File: config.mk
export PLATFORM = sky130hd
export DESIGN_NAME = wbs_pdm_rx_flat
export DESIGN_NICKNAME = d
export VERILOG_FILES = /design/src/rtl/wbs_pdm_rx_if.sv /design/src/rtl/wbs_pdm_rx.sv /design/src/flat_wrapper.sv
export SDC_FILE = /design/constraint.sdc
export NUM_CORES = 1
export LEC_CHECK = 0
export CAP_MARGIN = 20
export CORE_ASPECT_RATIO = 0.5
export CORE_MARGIN = 8
export CORE_UTILIZATION = 44
export DETAILED_ROUTE_END_ITERATION = 7
export GPL_ROUTABILITY_DRIVEN = 0
export GPL_TIMING_DRIVEN = 0
export PLACE_DENSITY = 0.81
export SLEW_MARGIN = 25
export SYNTH_ARGS = -nofsm -noshare
export SYNTH_HDL_FRONTEND = slang
export SYNTH_SLANG_ARGS = --single-unit
File: constraint.sdc
create_clock -name wb_clk_i -period 2.3 [get_ports wb_clk_i]
set_input_delay 0.345 -clock wb_clk_i [delete_from_list [all_inputs] [get_ports wb_clk_i]]
set_output_delay 0.345 -clock wb_clk_i [all_outputs]
set_load 0.005 [all_outputs]
File: src/rtl/wbs_pdm_rx_if.sv
// Wishbone B4 pipelined bus bundle for the PDM receiver register block.
interface wbs_pdm_rx_if;
  logic        wb_cyc_i;
  logic        wb_stb_i;
  logic        wb_we_i;
  logic [3:0]  wb_adr_i;
  logic [31:0] wb_dat_i;
  logic [31:0] wb_dat_o;
  logic        wb_stall_o;
  logic        wb_ack_o;

  modport master (
    output wb_cyc_i, wb_stb_i, wb_we_i, wb_adr_i, wb_dat_i,
    input  wb_dat_o, wb_stall_o, wb_ack_o
  );

  modport slave (
    input  wb_cyc_i, wb_stb_i, wb_we_i, wb_adr_i, wb_dat_i,
    output wb_dat_o, wb_stall_o, wb_ack_o
  );
endinterface

File: src/rtl/wbs_pdm_rx.sv
// PDM receiver: generates pdm_clk_o, counts ones over 2^BIT_RESOLUTION bits per PCM sample.
// Define WBS_PDM_RX_FIFO_EN to replace the single sample register with a 4-entry FIFO.
module wbs_pdm_rx #(
  parameter int unsigned BIT_RESOLUTION = 8,
  parameter int unsigned CLK_DIV        = 4
) (
  input  logic        wb_clk_i,
  input  logic        wb_rst_i,
  wbs_pdm_rx_if.slave wb,
  output logic        pdm_clk_o,
  input  logic        pdm_dat_i
);
  localparam int unsigned DivW = (CLK_DIV > 1) ? $clog2(CLK_DIV) : 1;

  logic [DivW-1:0]           div_q, div_d;
  logic [BIT_RESOLUTION-1:0] bit_q, bit_d;
  logic [BIT_RESOLUTION:0]   ones_q, ones_d, ones_sum;
  logic [1:0]                sync_q;
  logic                      pclk_q, pclk_d;
  logic                      en_q, en_d;
  logic                      ovr_q, ovr_d, ovr_set;
  logic                      ack_q;
  logic [31:0]               dat_q, rdata;
  logic                      req, rd, wr, wrap, fall, done, pop_req, pop;
  logic                      valid, full;
  logic [BIT_RESOLUTION-1:0] new_sample, rd_sample;

  assign req     = wb.wb_cyc_i & wb.wb_stb_i;
  assign rd      = req & ~wb.wb_we_i;
  assign wr      = req & wb.wb_we_i;
  assign pop_req = rd & (wb.wb_adr_i == 4'h0);

  assign wrap     = en_q && (div_q == DivW'(CLK_DIV - 1));
  assign fall     = wrap & pclk_q;
  assign done     = fall && (bit_q == '1);
  assign ones_sum = ones_q + {{BIT_RESOLUTION{1'b0}}, sync_q[1]};
  // Only an all-ones window reaches 2^BIT_RESOLUTION, so the top bit flags saturation.
  assign new_sample = ones_sum[BIT_RESOLUTION] ? '1 : ones_sum[BIT_RESOLUTION-1:0];

  always_comb begin
    div_d  = '0;
    bit_d  = '0;
    ones_d = '0;
    pclk_d = 1'b0;
    if (en_q) begin
      div_d  = wrap ? '0 : div_q + 1'b1;
      bit_d  = bit_q;
      ones_d = ones_q;
      pclk_d = wrap ? ~pclk_q : pclk_q;
      if (fall) begin
        bit_d  = bit_q + 1'b1;
        ones_d = done ? '0 : ones_sum;
      end
    end
  end

`ifdef WBS_PDM_RX_FIFO_EN
  logic [BIT_RESOLUTION-1:0] mem_q [4];
  logic [1:0]                wp_q, rp_q;
  logic [2:0]                cnt_q, cnt_d;
  logic                      push;

  assign full      = (cnt_q == 3'd4);
  assign valid     = (cnt_q != 3'd0);
  assign pop       = pop_req & valid;
  assign push      = done & (~full | pop);
  assign ovr_set   = done & full & ~pop;
  assign rd_sample = valid ? mem_q[rp_q] : '0;

  always_comb begin
    cnt_d = cnt_q;
    if (push && !pop) cnt_d = cnt_q + 3'd1;
    else if (pop && !push) cnt_d = cnt_q - 3'd1;
  end

  always_ff @(posedge wb_clk_i) begin
    if (wb_rst_i) begin
      for (int i = 0; i < 4; i++) mem_q[i] <= '0;
      wp_q  <= '0;
      rp_q  <= '0;
      cnt_q <= '0;
    end else begin
      if (push) begin
        mem_q[wp_q] <= new_sample;
        wp_q        <= wp_q + 2'd1;
      end
      if (pop) rp_q <= rp_q + 2'd1;
      cnt_q <= cnt_d;
    end
  end
`else
  logic [BIT_RESOLUTION-1:0] sample_q, sample_d;
  logic                      valid_q, valid_d;

  assign full      = 1'b0;
  assign valid     = valid_q;
  assign pop       = pop_req & valid_q;
  assign ovr_set   = done & valid_q & ~pop;
  assign rd_sample = sample_q;

  always_comb begin
    sample_d = sample_q;
    valid_d  = valid_q;
    if (done) begin
      sample_d = new_sample;
      valid_d  = 1'b1;
    end else if (pop) begin
      valid_d = 1'b0;
    end
  end

  always_ff @(posedge wb_clk_i) begin
    if (wb_rst_i) begin
      sample_q <= '0;
      valid_q  <= 1'b0;
    end else begin
      sample_q <= sample_d;
      valid_q  <= valid_d;
    end
  end
`endif

  always_comb begin
    en_d = en_q;
    if (wr && wb.wb_adr_i == 4'h2) en_d = wb.wb_dat_i[0];
    ovr_d = ovr_q;
    // A same-cycle overrun beats the W1C clear.
    if (ovr_set) ovr_d = 1'b1;
    else if (wr && wb.wb_adr_i == 4'h1 && wb.wb_dat_i[1]) ovr_d = 1'b0;
    case (wb.wb_adr_i)
      4'h0:    rdata = 32'(rd_sample);
      4'h1:    rdata = {29'd0, full, ovr_q, valid};
      4'h2:    rdata = {31'd0, en_q};
      default: rdata = '0;
    endcase
  end

  always_ff @(posedge wb_clk_i) begin
    if (wb_rst_i) begin
      div_q  <= '0;
      bit_q  <= '0;
      ones_q <= '0;
      sync_q <= '0;
      pclk_q <= 1'b0;
      en_q   <= 1'b0;
      ovr_q  <= 1'b0;
      ack_q  <= 1'b0;
      dat_q  <= '0;
    end else begin
      div_q  <= div_d;
      bit_q  <= bit_d;
      ones_q <= ones_d;
      sync_q <= {sync_q[0], pdm_dat_i};
      pclk_q <= pclk_d;
      en_q   <= en_d;
      ovr_q  <= ovr_d;
      ack_q  <= req;
      if (req) dat_q <= rdata;
    end
  end

  assign wb.wb_ack_o   = ack_q;
  assign wb.wb_dat_o   = dat_q;
  assign wb.wb_stall_o = 1'b0;
  assign pdm_clk_o     = pclk_q;

  logic unused_wdat;
  assign unused_wdat = ^wb.wb_dat_i[31:2];
endmodule

File: src/flat_wrapper.sv
// flat-port wrapper written by rule: the top's interface ports become plain ports
module wbs_pdm_rx_flat 
#(
  parameter int unsigned BIT_RESOLUTION = 8,
  parameter int unsigned CLK_DIV        = 4
)
  (wb_clk_i, wb_rst_i, pdm_clk_o, pdm_dat_i, wb_wb_cyc_i, wb_wb_stb_i, wb_wb_we_i, wb_wb_adr_i, wb_wb_dat_i, wb_wb_dat_o, wb_wb_stall_o, wb_wb_ack_o);
  wbs_pdm_rx_if wb_i ();
  input  logic wb_clk_i;
  input  logic wb_rst_i;
  output logic pdm_clk_o;
  input  logic pdm_dat_i;
  input wire logic [$bits(wb_i.wb_cyc_i)-1:0] wb_wb_cyc_i;
  input wire logic [$bits(wb_i.wb_stb_i)-1:0] wb_wb_stb_i;
  input wire logic [$bits(wb_i.wb_we_i)-1:0] wb_wb_we_i;
  input wire logic [$bits(wb_i.wb_adr_i)-1:0] wb_wb_adr_i;
  input wire logic [$bits(wb_i.wb_dat_i)-1:0] wb_wb_dat_i;
  output wire logic [$bits(wb_i.wb_dat_o)-1:0] wb_wb_dat_o;
  output wire logic [$bits(wb_i.wb_stall_o)-1:0] wb_wb_stall_o;
  output wire logic [$bits(wb_i.wb_ack_o)-1:0] wb_wb_ack_o;
  assign wb_i.wb_cyc_i = wb_wb_cyc_i;
  assign wb_i.wb_stb_i = wb_wb_stb_i;
  assign wb_i.wb_we_i = wb_wb_we_i;
  assign wb_i.wb_adr_i = wb_wb_adr_i;
  assign wb_i.wb_dat_i = wb_wb_dat_i;
  assign wb_wb_dat_o = wb_i.wb_dat_o;
  assign wb_wb_stall_o = wb_i.wb_stall_o;
  assign wb_wb_ack_o = wb_i.wb_ack_o;
  wbs_pdm_rx #(.BIT_RESOLUTION(BIT_RESOLUTION), .CLK_DIV(CLK_DIV)) u_core (.wb_clk_i(wb_clk_i), .wb_rst_i(wb_rst_i), .wb(wb_i), .pdm_clk_o(pdm_clk_o), .pdm_dat_i(pdm_dat_i));
endmodule
# Word level (Yosys, flattened, before mapping)
# Index checks and enable logic that the tools add are counted.
# W data, S select, Z words.
totals:
  reg_bits: 66
  in_bits: 42
  output_inout_bits: 35
  word_cells: 47
classes:
  n_addsub: 3
  eq_ne: 4
  mux: 7
  bitwise: 12
  reduce_logical: 10
op_table:
  columns: ["cell", "count"]
  rows:
  - ["$pmux W8 S3", 1]
  - ["$add A9 B1 Y9", 1]
  - ["$mux W9", 1]
  - ["$add A8 B1 Y8 const B", 1]
  - ["$and A1 B1 Y1", 8]
  - ["$eq A8 B8 Y1 const B", 1]
  - ["$mux W8", 1]
  - ["$logic_and A1 B1 Y1", 5]
  - ["$eq A4 B1 Y1 const B", 1]
  - ["$eq A4 B2 Y1 const B", 1]
  - ["$logic_not A4 Y1", 1]
  - ["$mux W1", 4]
  - ["$not A1 Y1", 4]
  - ["$reduce_bool A2 Y1", 2]
  - ["$reduce_or A3 Y1", 1]
  - ["$add A2 B1 Y2 const B", 1]
  - ["$eq A2 B2 Y1 const B", 1]
  - ["$reduce_or A2 Y1", 1]

# Logic depth before layout (Yosys ltp)
# Gate-level depths: netlist of run 1.
depth:
  word_depth: 7
  depth_mapped: 8
  mapped_depth_nobuf: 6

# Worst setup path before layout of run 1
# OpenSTA, ideal clock, no wires.
synth_timing:
  path_type: "reg2reg"
  startpoint: "reg u_core.div_q[0]"
  endpoint: "reg u_core.sample_q[1], in the netlist u_core.rd_sample[1]"
  setup_ns: 0.088
  arrival_time_ns: 1.481
  slack_ns: 0.731
  path_stages_with_launch: 8
  n_path_buf: 3
  synth_period_minus_slack_ns: 1.569
  cell_sequence: "dfxtp_1 -> ha_1 -> and3_1 -> buf_6 -> and3_4 -> buf_8 -> buf_12 -> a311oi_2"
synth_between:
  elab_chain_cells: 4
synth_rtl:
  columns: ["item", "line_no", "source"]
  rows:
  - ["from (decl)", "wbs_pdm_rx.sv:15", "logic [DivW-1:0] div_q, div_d;"]
  - ["from (signal assigned)", "wbs_pdm_rx.sv:150", "div_q <= div_d;"]
  - ["$eq A2 B2 Y1", "wbs_pdm_rx.sv:33", "assign wrap = en_q && (div_q == DivW'(CLK_DIV - 1));"]
  - ["$logic_and A1 B1 Y1", "wbs_pdm_rx.sv:33", null]
  - ["$and A1 B1 Y1", "wbs_pdm_rx.sv:34", "assign fall = wrap & pclk_q;"]
  - ["$logic_and A1 B1 Y1", "wbs_pdm_rx.sv:35", "assign done = fall && (bit_q == '1);"]
  - ["to (signal assigned)", "wbs_pdm_rx.sv:117", "sample_q <= sample_d;"]
  - ["to (decl)", "wbs_pdm_rx.sv:92", "logic [BIT_RESOLUTION-1:0] sample_q, sample_d;"]
# Every way passes these cells.
# A chain may end at the register's enable or synchronous reset.

# Worst setup path in the final report of run 1
layout_timing:
  startpoint: "reg u_core.bit_q[0]"
  endpoint: "reg u_core.ones_q[6]"
layout_between:
  elab_chain_cells: 3
layout_rtl:
  columns: ["item", "line_no", "source"]
  rows:
  - ["from (decl)", "wbs_pdm_rx.sv:16", "logic [BIT_RESOLUTION-1:0] bit_q, bit_d;"]
  - ["from (signal assigned)", "wbs_pdm_rx.sv:151", "bit_q <= bit_d;"]
  - ["$eq A8 B8 Y1", "wbs_pdm_rx.sv:35", null]
  - ["$logic_and A1 B1 Y1", "wbs_pdm_rx.sv:35", null]
  - ["$mux W9", "wbs_pdm_rx.sv:52", "ones_d = done ? '0 : ones_sum;"]
  - ["to (signal assigned)", "wbs_pdm_rx.sv:152", "ones_q <= ones_d;"]
  - ["to (decl)", "wbs_pdm_rx.sv:17", "logic [BIT_RESOLUTION:0] ones_q, ones_d, ones_sum;"]
# Every way passes these cells.

==> impl_summary.txt, run 1 <==
----------------------------------------------------
[Floorplan]
  # IOs ... 77
  Initial cell density of the core ... 45.9%
  Number of placement rows ... 17
  Die height ... 64.0 um
  Core ar. ... 4420 sq um
  Full die area ... 7180 sq um
  X dimension of the die ... 112 um

[Route]
  Routed wire length ... 4040 um
  Wire length per cell after detailed routing ... 12.2 um
  DRC violation count after routing ... 0
  Vias ... 1607
  Number of iterations in the first detailed-routing pass ... 4
  Remaining antenna violation count ... 0
  Vias per cell ... 4.87
  Initial DRC Count ... 74

[STA]
  Number of setup violations in the final report ... 0
  Clock Skews ... 10.7 ps
  Actual slew at the worst max-slew pin ... 560 ps
  Setup repair after global routing missed its margin ... no
  Total Negative Setup Slacks ... 0 ps
  Max frequency ... 572 MHz
  Hold violation count in the final report ... 0
  Final count of pins violating max slew ... 0
  PnR worst setup slack ... 552 ps
  Post-layout minimum cycle time ... 1750 ps
  Relative slew margins ... 62.4%
  Share of the clock period used by the worst path after layout ... 76.0%
  Worst hold slack across all endpoints ... 427 ps

[Min path]
  Terminating pin of the worst hold path ... u_core.div_q[0]$_SDFF_PP0_
  Number of cells traversed by the worst hold path ... 1
  Hold wc startpoint ... u_core.div_q[0]$_SDFF_PP0_
  Path class of the lowest-slack min-delay path ... flop to flop

[Power]
  Static Leakage ... 0.000929 uW
  Total Power Consumption ... 1300 uW
  Pwr per Cell Area ... 522 nW/um^2
  Maximum vdd drop ... 0.000281 V

[Global routing]
  Overall routing resource usage ... 11.3%
  Maximum number of pins on one net before global-route repair ... 14
  First-pass GRT wire length ... 6730 um
  Overflow after GRT ... 0
  Antenna violations before repair ... 0
  Vias in the first global route ... 1564

[Synth]
  Cell Area, Synth ... 2030 sq um
  Cell count after synthesis ... 220
  Share of Yosys cell area claimed by the top area cell type ... 41.4%
  Most used DFF post-synth ... sky130_fd_sc_hd__dfxtp_1
  Synthesized area per cell ... 9.23 sq um
  Number of distinct library cell variants in the gate-level netlist after synthesis ... 46
  Register bit total from synthesis ... 42
  Synthesis Warnings ... 0
  Proportion of synthesized chip area in sequential cells ... 41.4%
  Number of enable-type register cells in the synthesized netlist ... 0
  Largest cells by area after synthesis ... sky130_fd_sc_hd__dfxtp_1, sky130_fd_sc_hd__buf_4, sky130_fd_sc_hd__nor2_1
  Dominant cell type by area after synthesis ... sky130_fd_sc_hd__dfxtp_1
  FFs w/ async S/R, synth ... 0%

[Worst setup path]
  Worst reg-to-reg path cell count ... 6
  Internal reg-to-reg setup slack ... 550 ps
  Worst R2R Start ... u_core.bit_q[0]$_SDFFE_PP0P_
  Critical path peak fanout ... 6
  Crit path launch type ... flop
  R2R Path End ... u_core.ones_q[6]$_SDFFE_PP0P_
  Arrival time worst endpoint ... 1970 ps
  Crit path kind ... flop to flop
  Worst endpoint required time ... 2520 ps
  Endpoint kind of the worst setup timing path ... flop

[Clock tree]
  Hold-fix buffers at CTS ... 0
  TritonCTS clock tree ... yes
  CTS root buf ... sky130_fd_sc_hd__clkbuf_8
  Clock latency on the worst-skew pair ... 290 ps
  Post-CTS setup-driven buffer insertion count ... 0
  CTS-repair resized insts ... 0
  H-Tree Level Count ... 2
  Clock sinks ... 42
  Clock-pin slew of the registers on the worst-case setup and hold paths ... 70 ps
  Inserted Clock Buffers ... 5
  Clk buf depth ... 2

[Cells and area]
  Number of inserted diodes ... 0
  Area Growth Syn to Fin ... 23.0%
  Fin nets ... 318
  Share of post-route cells with drive strength above 1 ... 19.8%

[Placed design]
  Post-placement setup slack ... 301 ps
  DP HPWL ... 3170 um
  Number of buffers inserted by port buffering ... 21

[Status]
  Outcome ... finished, final reports clean

[Job]
  Maximum Capacitance Violations ... 0

----------------------------------------------------
## synthesized netlist by cell type (2+ instances only)
cell type	count
sky130_fd_sc_hd__dfxtp_1	42
sky130_fd_sc_hd__nor2_1	28
sky130_fd_sc_hd__buf_4	26
sky130_fd_sc_hd__nand2_1	18
sky130_fd_sc_hd__nand3_1	10
sky130_fd_sc_hd__a22oi_1	7
sky130_fd_sc_hd__xnor2_1	7
sky130_fd_sc_hd__a31oi_1	6
sky130_fd_sc_hd__o21ai_0	6
sky130_fd_sc_hd__xor2_1	6
sky130_fd_sc_hd__a21oi_1	5
sky130_fd_sc_hd__a311oi_2	4
sky130_fd_sc_hd__ha_1	4
sky130_fd_sc_hd__nor3_1	4
sky130_fd_sc_hd__and3_1	3
sky130_fd_sc_hd__clkbuf_1	3
sky130_fd_sc_hd__nand4_1	3
sky130_fd_sc_hd__nor2b_1	3
sky130_fd_sc_hd__o21bai_2	3
sky130_fd_sc_hd__buf_2	2
sky130_fd_sc_hd__inv_1	2
sky130_fd_sc_hd__mux2_2	2
sky130_fd_sc_hd__nand2b_1	2
sky130_fd_sc_hd__o41ai_1	2
## logic make-up (layout without fill, tap and decap cells)
family	count (synthesis)	in the layout	synth area share [%]
compound gates	40	40	15.4
xor+xnor	14	14	6.41
fa+ha+maj	4	4	2.46
buf+inv	37	66	13.5
flops	42	42	41.4
mux	2	2	1.11
other cells	1	25	0.185
simple gates	80	80	19.5
## layer usage
layer	vias to the layer above	share of wire, %	global-route usage (%)
met3	8	7.2	4.68
met2	48	46	18.7
met1	726	45	12.3
li1	825	-	-
met5	-	0	0
met4	0	2.0	6.32
## registers in the layout, summed over array words and instances (netlist names)
register and flops:
u_core.ones_q 9, u_core.wb.wb_ack_o 1, u_core.en_q 1, u_core.div_q 2, u_core.pdm_clk_o 1, u_core.rd_sample 8
u_core.ovr_q 1, u_core.bit_q 8, u_core.valid 1, u_core.sync_q 2, u_core.wb.wb_dat_o 8
## worst max path at each step
stage | from | endpoint | slack [ps] | cells past startpoint
2_1_floorplan | u_core.div_q[0]$_SDFF_PP0_ | u_core.rd_sample[1]$_SDFFE_PP0P_ | 730 | 7
3_3_place_gp | wb_wb_adr_i[3] | u_core.ovr_q$_SDFFE_PP0P_ | 370 | 5
3_5_place_dp | wb_wb_adr_i[3] | u_core.valid$_SDFFE_PP0P_ | 300 | 5
4_1_cts | u_core.bit_q[0]$_SDFFE_PP0P_ | u_core.ones_q[2]$_SDFFE_PP0P_ | 550 | 6
5_1_grt | u_core.ones_q[0]$_SDFFE_PP0P_ | u_core.rd_sample[7]$_SDFFE_PP0P_ | 460 | 6
6_report | u_core.bit_q[0]$_SDFFE_PP0P_ | u_core.ones_q[6]$_SDFFE_PP0P_ | 550 | 6
## area by class of cell
cell class              count  area [sq um]
clock buffers               6          82.6
fillers                   377          1930
inverters                   2          7.51
clock inverters             2          12.5
plain buffers              35           267
repair buffers             21           210
multi-input cells         165          1010
flip-flops and latches     42           841
well taps                  57          71.3
## layout by cell type (no fill, tap or decap), types with 2 or more instances in the layout
cell type                         instances
sky130_fd_sc_hd__clkdlybuf4s50_1         21
sky130_fd_sc_hd__nand3_1                 10
sky130_fd_sc_hd__a311oi_2                 4
sky130_fd_sc_hd__mux2_2                   2
sky130_fd_sc_hd__o21ai_0                  6
sky130_fd_sc_hd__nand2b_1                 2
sky130_fd_sc_hd__nand2_1                 18
sky130_fd_sc_hd__nand4_1                  3
sky130_fd_sc_hd__o21bai_2                 3
sky130_fd_sc_hd__clkbuf_1                 3
sky130_fd_sc_hd__clkbuf_8                 6
sky130_fd_sc_hd__nor2b_1                  3
sky130_fd_sc_hd__a31oi_1                  6
sky130_fd_sc_hd__nor3_1                   4
sky130_fd_sc_hd__buf_4                   26
sky130_fd_sc_hd__nor2_1                  28
sky130_fd_sc_hd__buf_2                    2
sky130_fd_sc_hd__o41ai_1                  2
sky130_fd_sc_hd__a22oi_1                  7
sky130_fd_sc_hd__a21oi_1                  5
sky130_fd_sc_hd__dfxtp_1                 42
sky130_fd_sc_hd__xnor2_1                  7
sky130_fd_sc_hd__conb_1                  25
sky130_fd_sc_hd__and3_1                   3
sky130_fd_sc_hd__inv_1                    2
sky130_fd_sc_hd__ha_1                     4
sky130_fd_sc_hd__xor2_1                   6
## worst max-delay path: stages, from the launching register on
cell and delay, ps:
sky130_fd_sc_hd__dfxtp_1 350, sky130_fd_sc_hd__ha_1 220, sky130_fd_sc_hd__and3_1 170, sky130_fd_sc_hd__buf_2 150, sky130_fd_sc_hd__a211oi_1 490, sky130_fd_sc_hd__o21ai_1 130
sky130_fd_sc_hd__a31oi_1 170
## metrics by stage
step	std cells	instance area [sq um]	util, %
finish	330	2500	56.4
global route	330	2500	56.4
CTS	330	2500	56.4
detailed placement	322	2400	54.3
global placement	322	2400	54.3
floorplan	244	2120	-
## report_power, final
part | switching [uW] | internal (uW) | total [uW]
combinational | 37.0 | 50.8 | 87.8
clock | 245 | 241 | 486
sequential | 0.733 | 729 | 730
Note: power is estimated with default switching activity, not from simulation.
==> run 2: changes to the inputs <==
- CORE_UTILIZATION: 44 -> 40
- PLACE_DENSITY: 0.81 -> 0.78
- clock period: 2.3 -> 1.6 ns (I/O delays scaled with it)
==> impl_summary.txt, run 2 (synthesis results as in run 1) <==
----------------------------------------------------
[Global routing]
  First-pass GRT wire length ... 7230 um
  Vias in the first global route ... 1613
  Overall routing resource usage ... 11.8%
  Maximum number of pins on one net before global-route repair ... 15
  Antenna violations before repair ... 0
  Overflow after GRT ... 0

[Route]
  Remaining antenna violation count ... 0
  Wire length per cell after detailed routing ... 13.7 um
  Initial DRC Count ... 111
  Vias ... 1726
  Vias per cell ... 4.92
  Number of iterations in the first detailed-routing pass ... 4
  Routed wire length ... 4790 um
  DRC violation count after routing ... 0

[Clock tree]
  Clk buf depth ... 2
  Inserted Clock Buffers ... 5
  Clock latency on the worst-skew pair ... 300 ps
  TritonCTS clock tree ... yes
  Clock-pin slew of the registers on the worst-case setup and hold paths ... 80 ps
  Clock sinks ... 42
  H-Tree Level Count ... 2
  CTS root buf ... sky130_fd_sc_hd__clkbuf_8

[Cells and area]
  Finished Cell Area ... 2680 sq um
  Post-route non-filler standard cell count ... 351
  Most flops, register ... u_core.ones_q
  Most common library cell in the layout ignoring fill and taps ... sky130_fd_sc_hd__dfxtp_1
  Area Growth Syn to Fin ... 31.9%
  Number of inserted diodes ... 0
  Fin nets ... 326
  Share of post-route cells with drive strength above 1 ... 27.8%
  Commonest cells after routing, fill and taps aside ... sky130_fd_sc_hd__dfxtp_1, sky130_fd_sc_hd__buf_4, sky130_fd_sc_hd__nor2_1
  Flip-flop count of the largest register, all copies and words added ... 9

[Job]
  Maximum Capacitance Violations ... 0

[Placed design]
  DP HPWL ... 3290 um
  Number of buffers inserted by port buffering ... 21
  Post-DP Area ... 2420 sq um
  Post-placement setup slack ... -293 ps
  Placed cell count ... 335

[Worst setup path]
  Endpoint kind of the worst setup timing path ... flop
  Crit path top cell by count ... sky130_fd_sc_hd__and3_4
  Highest-delay cell along the critical path ... sky130_fd_sc_hd__dfxtp_2
  Top cell family by delay on the critical path ... simple AND/OR/NAND/NOR gates
  Crit path kind ... flop to flop
  Arrival time worst endpoint ... 1810 ps
  Cell-by-cell trace of the critical path ... ha_1 > and3_4 > and3_4 > buf_8 > buf_12 > o21bai_2 > a31oi_1
  Largest stage delay on the critical path ... 370 ps
  Critical path peak fanout ... 10
  Sum of buffers and inverters on the critical path ... 2
  Worst endpoint required time ... 1810 ps
  Crit path launch type ... flop

[STA]
  Final count of pins violating max slew ... 0
  PnR worst setup slack ... -2.11 ps
  Hold violation count in the final report ... 0
  Post-layout minimum cycle time ... 1600 ps
  Relative slew margins ... 60.7%
  Setup repair after global routing missed its margin ... yes
  Worst hold slack across all endpoints ... 451 ps
  Actual slew at the worst max-slew pin ... 590 ps
  Max frequency ... 624 MHz
  Clock Skews ... 5.64 ps
  Share of the clock period used by the worst path after layout ... 100%
  Number of setup violations in the final report ... 1

[Floorplan]
  # IOs ... 77
  Die height ... 66.4 um
  Number of placement rows ... 18
  X dimension of the die ... 117 um
  Core ar. ... 4910 sq um
  Initial cell density of the core ... 41.4%
  Full die area ... 7750 sq um

[Status]
  Violated checks ... negative setup slack
  Outcome ... finished, violations left

[Power]
  Pwr per Cell Area ... 758 nW/um^2
  Maximum vdd drop ... 0.000319 V
  Static Leakage ... 0.000981 uW

[Min path]
  Path class of the lowest-slack min-delay path ... flop to flop

----------------------------------------------------
-- run 2: changes by cell type in the layout (fill, tap and decap cells not counted), sizes merged --
| cell | before | now |
|---|---|---|
| buf | 32 | 40 |
| bufinv | 0 | 1 |
| clkbuf | 9 | 8 |
| clkinvlp | 1 | 0 |
| inv | 2 | 3 |
-- run 2: cell type report --
| type | count | area, sq um |
|---|---|---|
| clock inverter | 3 | 43.8 |
| fill | 434 | 2230 |
| tap | 70 | 87.6 |
| sequential | 42 | 848 |
| multi-input combinational | 165 | 1080 |
| timing repair buffer | 30 | 278 |
| buffer | 34 | 262 |
| clock buffer | 5 | 68.8 |
| inverter | 2 | 7.51 |
-- run 2: routing by layer --
metal / up-vias / part of all wire, % / GRT usage [%]
li1: 838 / - / -
met2: 67 / 49 / 20.6
met3: 6 / 7.6 / 3.73
met4: 0 / 1.2 / 4.74
met1: 815 / 42 / 13.1
met5: - / 0 / 0
-- run 2: worst paths after layout --
check / start / to / slack, ps / cells past startpoint
setup / recovery: u_core.bit_q[0]$_SDFFE_PP0P_ / u_core.rd_sample[4]$_SDFFE_PP0P_ / -2 / 7
hold / removal: u_core.sync_q[0]$_SDFF_PP0_ / u_core.sync_q[1]$_SDFF_PP0_ / 450 / 1
setup reg to reg: u_core.bit_q[0]$_SDFFE_PP0P_ / u_core.rd_sample[4]$_SDFFE_PP0P_ / -2 / 7
hold reg to reg: u_core.sync_q[0]$_SDFF_PP0_ / u_core.sync_q[1]$_SDFF_PP0_ / 450 / 1
-- run 2: where the power goes --
part | internal, uW | total (uW) | switching (uW) | leakage [uW]
logic | 75.1 | 132 | 56.9 | 0.000581
registers | 1050 | 1050 | 1.67 | 0.000342
clock network | 468 | 850 | 383 | 0.0000585
-- run 2: repair_timing --
item / CTS / global route
hold buffers: 0 / 0
buffers inserted: 4 / 5
endpoints found under the setup margin: 12 / 15
resized for setup: 11 / 10
pin swaps: 2 / 1
-- run 2: per-stage QoR --
| step | util [%] | power (uW) | TNS, ps |
|---|---|---|---|
| final | 54.6 | 2030 | -2.11 |
| after CTS | 52.9 | 2030 | 0 |
| after global placement | 49.3 | 1190 | -2500 |
| after detailed placement | 49.3 | 1200 | -3800 |
| after floorplan | - | 1150 | 0 |
| after global routing | 54.6 | 2110 | -123 |
==> run 3: changes to the inputs <==
- CORE_UTILIZATION: 40 -> 47
- PLACE_DENSITY: 0.78 -> 0.86
- clock period: 1.6 -> 2 ns (I/O delays scaled with it)
==> impl_summary.txt, run 3 (synthesis results as in run 1) <==
----------------------------------------------------
[Floorplan]
  Core ar. ... 4280 sq um
  Die height ... 62.5 um
  Initial cell density of the core ... 47.5%
  Full die area ... 6810 sq um
  X dimension of the die ... 109 um
  Number of placement rows ... 17
  # IOs ... 77

[Route]
  Wire length per cell after detailed routing ... 13.4 um
  Number of iterations in the first detailed-routing pass ... 4
  Remaining antenna violation count ... 0
  Routed wire length ... 4420 um
  Vias ... 1639
  Vias per cell ... 4.97
  DRC violation count after routing ... 0
  Met1 Wirelength ... 2090 um
  Initial DRC Count ... 111
  Routed met2 length ... 1910 um
  Uppermost metal layer occupied by signal nets ... met4
  Met3 routed WL ... 329 um

[Global routing]
  Antenna violations before repair ... 0
  Vias in the first global route ... 1468
  First-pass GRT wire length ... 7160 um
  Overall routing resource usage ... 13.4%
  Maximum number of pins on one net before global-route repair ... 13
  Overflow after GRT ... 0

[Power]
  Pwr per Cell Area ... 602 nW/um^2
  Maximum vdd drop ... 0.000276 V
  Total Power Consumption ... 1500 uW
  Static Leakage ... 0.000930 uW

[Clock tree]
  Clk buf depth ... 2
  CTS-repair resized insts ... 0
  TritonCTS clock tree ... yes
  H-Tree Level Count ... 2
  Clock latency on the worst-skew pair ... 290 ps
  CTS root buf ... sky130_fd_sc_hd__clkbuf_8
  Inserted Clock Buffers ... 5
  Hold-fix buffers at CTS ... 0
  Post-CTS setup-driven buffer insertion count ... 0
  Clock sinks ... 42
  Clock-pin slew of the registers on the worst-case setup and hold paths ... 80 ps

[Placed design]
  Placed cell count ... 322
  DP HPWL ... 3390 um
  Post-DP Area ... 2400 sq um
  Number of buffers inserted by port buffering ... 21

[Cells and area]
  Most common library cell in the layout ignoring fill and taps ... sky130_fd_sc_hd__dfxtp_1
  Post-route non-filler standard cell count ... 330
  Share of post-route cells with drive strength above 1 ... 19.4%
  Most flops, register ... u_core.ones_q
  Area Growth Syn to Fin ... 22.8%
  Number of inserted diodes ... 0
  Commonest cells after routing, fill and taps aside ... sky130_fd_sc_hd__dfxtp_1, sky130_fd_sc_hd__nor2_1, sky130_fd_sc_hd__buf_4
  Finished Cell Area ... 2490 sq um
  Flip-flop count of the largest register, all copies and words added ... 9
  Fin nets ... 318

[Worst setup path]
  Worst R2R Start ... u_core.ones_q[0]$_SDFFE_PP0P_
  Critical path peak fanout ... 9
  Timing startpoint of the critical path ... u_core.ones_q[0]$_SDFFE_PP0P_
  Critical path capture point ... u_core.rd_sample[7]$_SDFFE_PP0P_
  Largest stage delay on the critical path ... 480 ps
  Crit path top cell by count ... sky130_fd_sc_hd__ha_1
  Endpoint kind of the worst setup timing path ... flop
  Sum of buffers and inverters on the critical path ... 0
  Cell-by-cell trace of the critical path ... ha_1 > ha_1 > nand3_1 > nor2_1 > xnor2_2 > a311oi_2
  Crit path launch type ... flop
  Highest-delay cell along the critical path ... sky130_fd_sc_hd__xnor2_2
  Top cell family by delay on the critical path ... adder cells
  Internal reg-to-reg setup slack ... 150 ps
  Crit path kind ... flop to flop
  Total number of cells along the worst setup path ... 6
  Arrival time worst endpoint ... 1990 ps
  Worst endpoint required time ... 2140 ps
  Worst reg-to-reg path cell count ... 6
  R2R Path End ... u_core.rd_sample[7]$_SDFFE_PP0P_

[STA]
  Hold violation count in the final report ... 0
  Number of setup violations in the final report ... 0
  Clock Skews ... 2.95 ps
  Final count of pins violating max slew ... 0
  Relative slew margins ... 58.0%
  Max frequency ... 541 MHz
  Actual slew at the worst max-slew pin ... 624 ps
  Share of the clock period used by the worst path after layout ... 92.4%
  Post-layout minimum cycle time ... 1850 ps
  Setup repair after global routing missed its margin ... no

[Job]
  Maximum Capacitance Violations ... 0

[Min path]
  Hold wc startpoint ... u_core.div_q[0]$_SDFF_PP0_
  Path class of the lowest-slack min-delay path ... flop to flop

[Status]
  Outcome ... finished, final reports clean

----------------------------------------------------
==> run 3: how the worst min path moves through the flow <==
stage / cells past startpoint / slack, ps / end
CTS: 1 / 440 / u_core.div_q[0]$_SDFF_PP0_
detailed placement: 1 / 430 / u_core.div_q[0]$_SDFF_PP0_
global route: 1 / 450 / u_core.div_q[0]$_SDFF_PP0_
global placement: 1 / 410 / u_core.div_q[0]$_SDFF_PP0_
floorplan: 1 / 400 / u_core.div_q[0]$_SDFF_PP0_
finish: 1 / 430 / u_core.div_q[0]$_SDFF_PP0_
==> run 3: per-stage QoR <==
stage          worst slack [ps]  hold slack (ps)  TNS [ps]  util, %
2_1_floorplan               431              404         0        -
6_report                    151              434         0     58.3
3_5_place_dp              -29.2              426     -29.2     56.2
5_1_grt                    69.0              455         0     58.3
4_1_cts                     182              438         0     58.3
3_3_place_gp               75.2              414         0     56.2
==> run 3: cell type report <==
class / count / area, sq um
buffer: 35 / 267
clock buffer: 7 / 86.3
clock inverter: 1 / 5.00
fill: 377 / 1780
inverter: 2 / 7.51
multi-input combinational: 165 / 1010
sequential: 42 / 841
tap: 57 / 71.3
timing repair buffer: 21 / 210
==> run 3: where the power goes <==
part	total, uW	switching (uW)	internal, uW	leakage, uW
Combinational	101	42.9	58.4	0.000544
Sequential	839	0.824	838	0.000339
Clock	562	284	279	0.0000482
Total	1500	327	1170	0.000930
==> run 3: worst register-to-register path: cells and delay by family (launching register included) <==
kind,cells,cell delay (ps)
xor+xnor,1,480
simple gates,2,210
flops,1,320
fa+ha+maj,2,500
compound gates,1,190
==> run 3: metal layers <==
| layer | vias to the layer above | GRT usage, % |
|---|---|---|
| met5 | - | 0 |
| met4 | 0 | 6.94 |
| met3 | 8 | 4.22 |
| met2 | 54 | 18.1 |
| met1 | 757 | 18.3 |
| li1 | 820 | - |
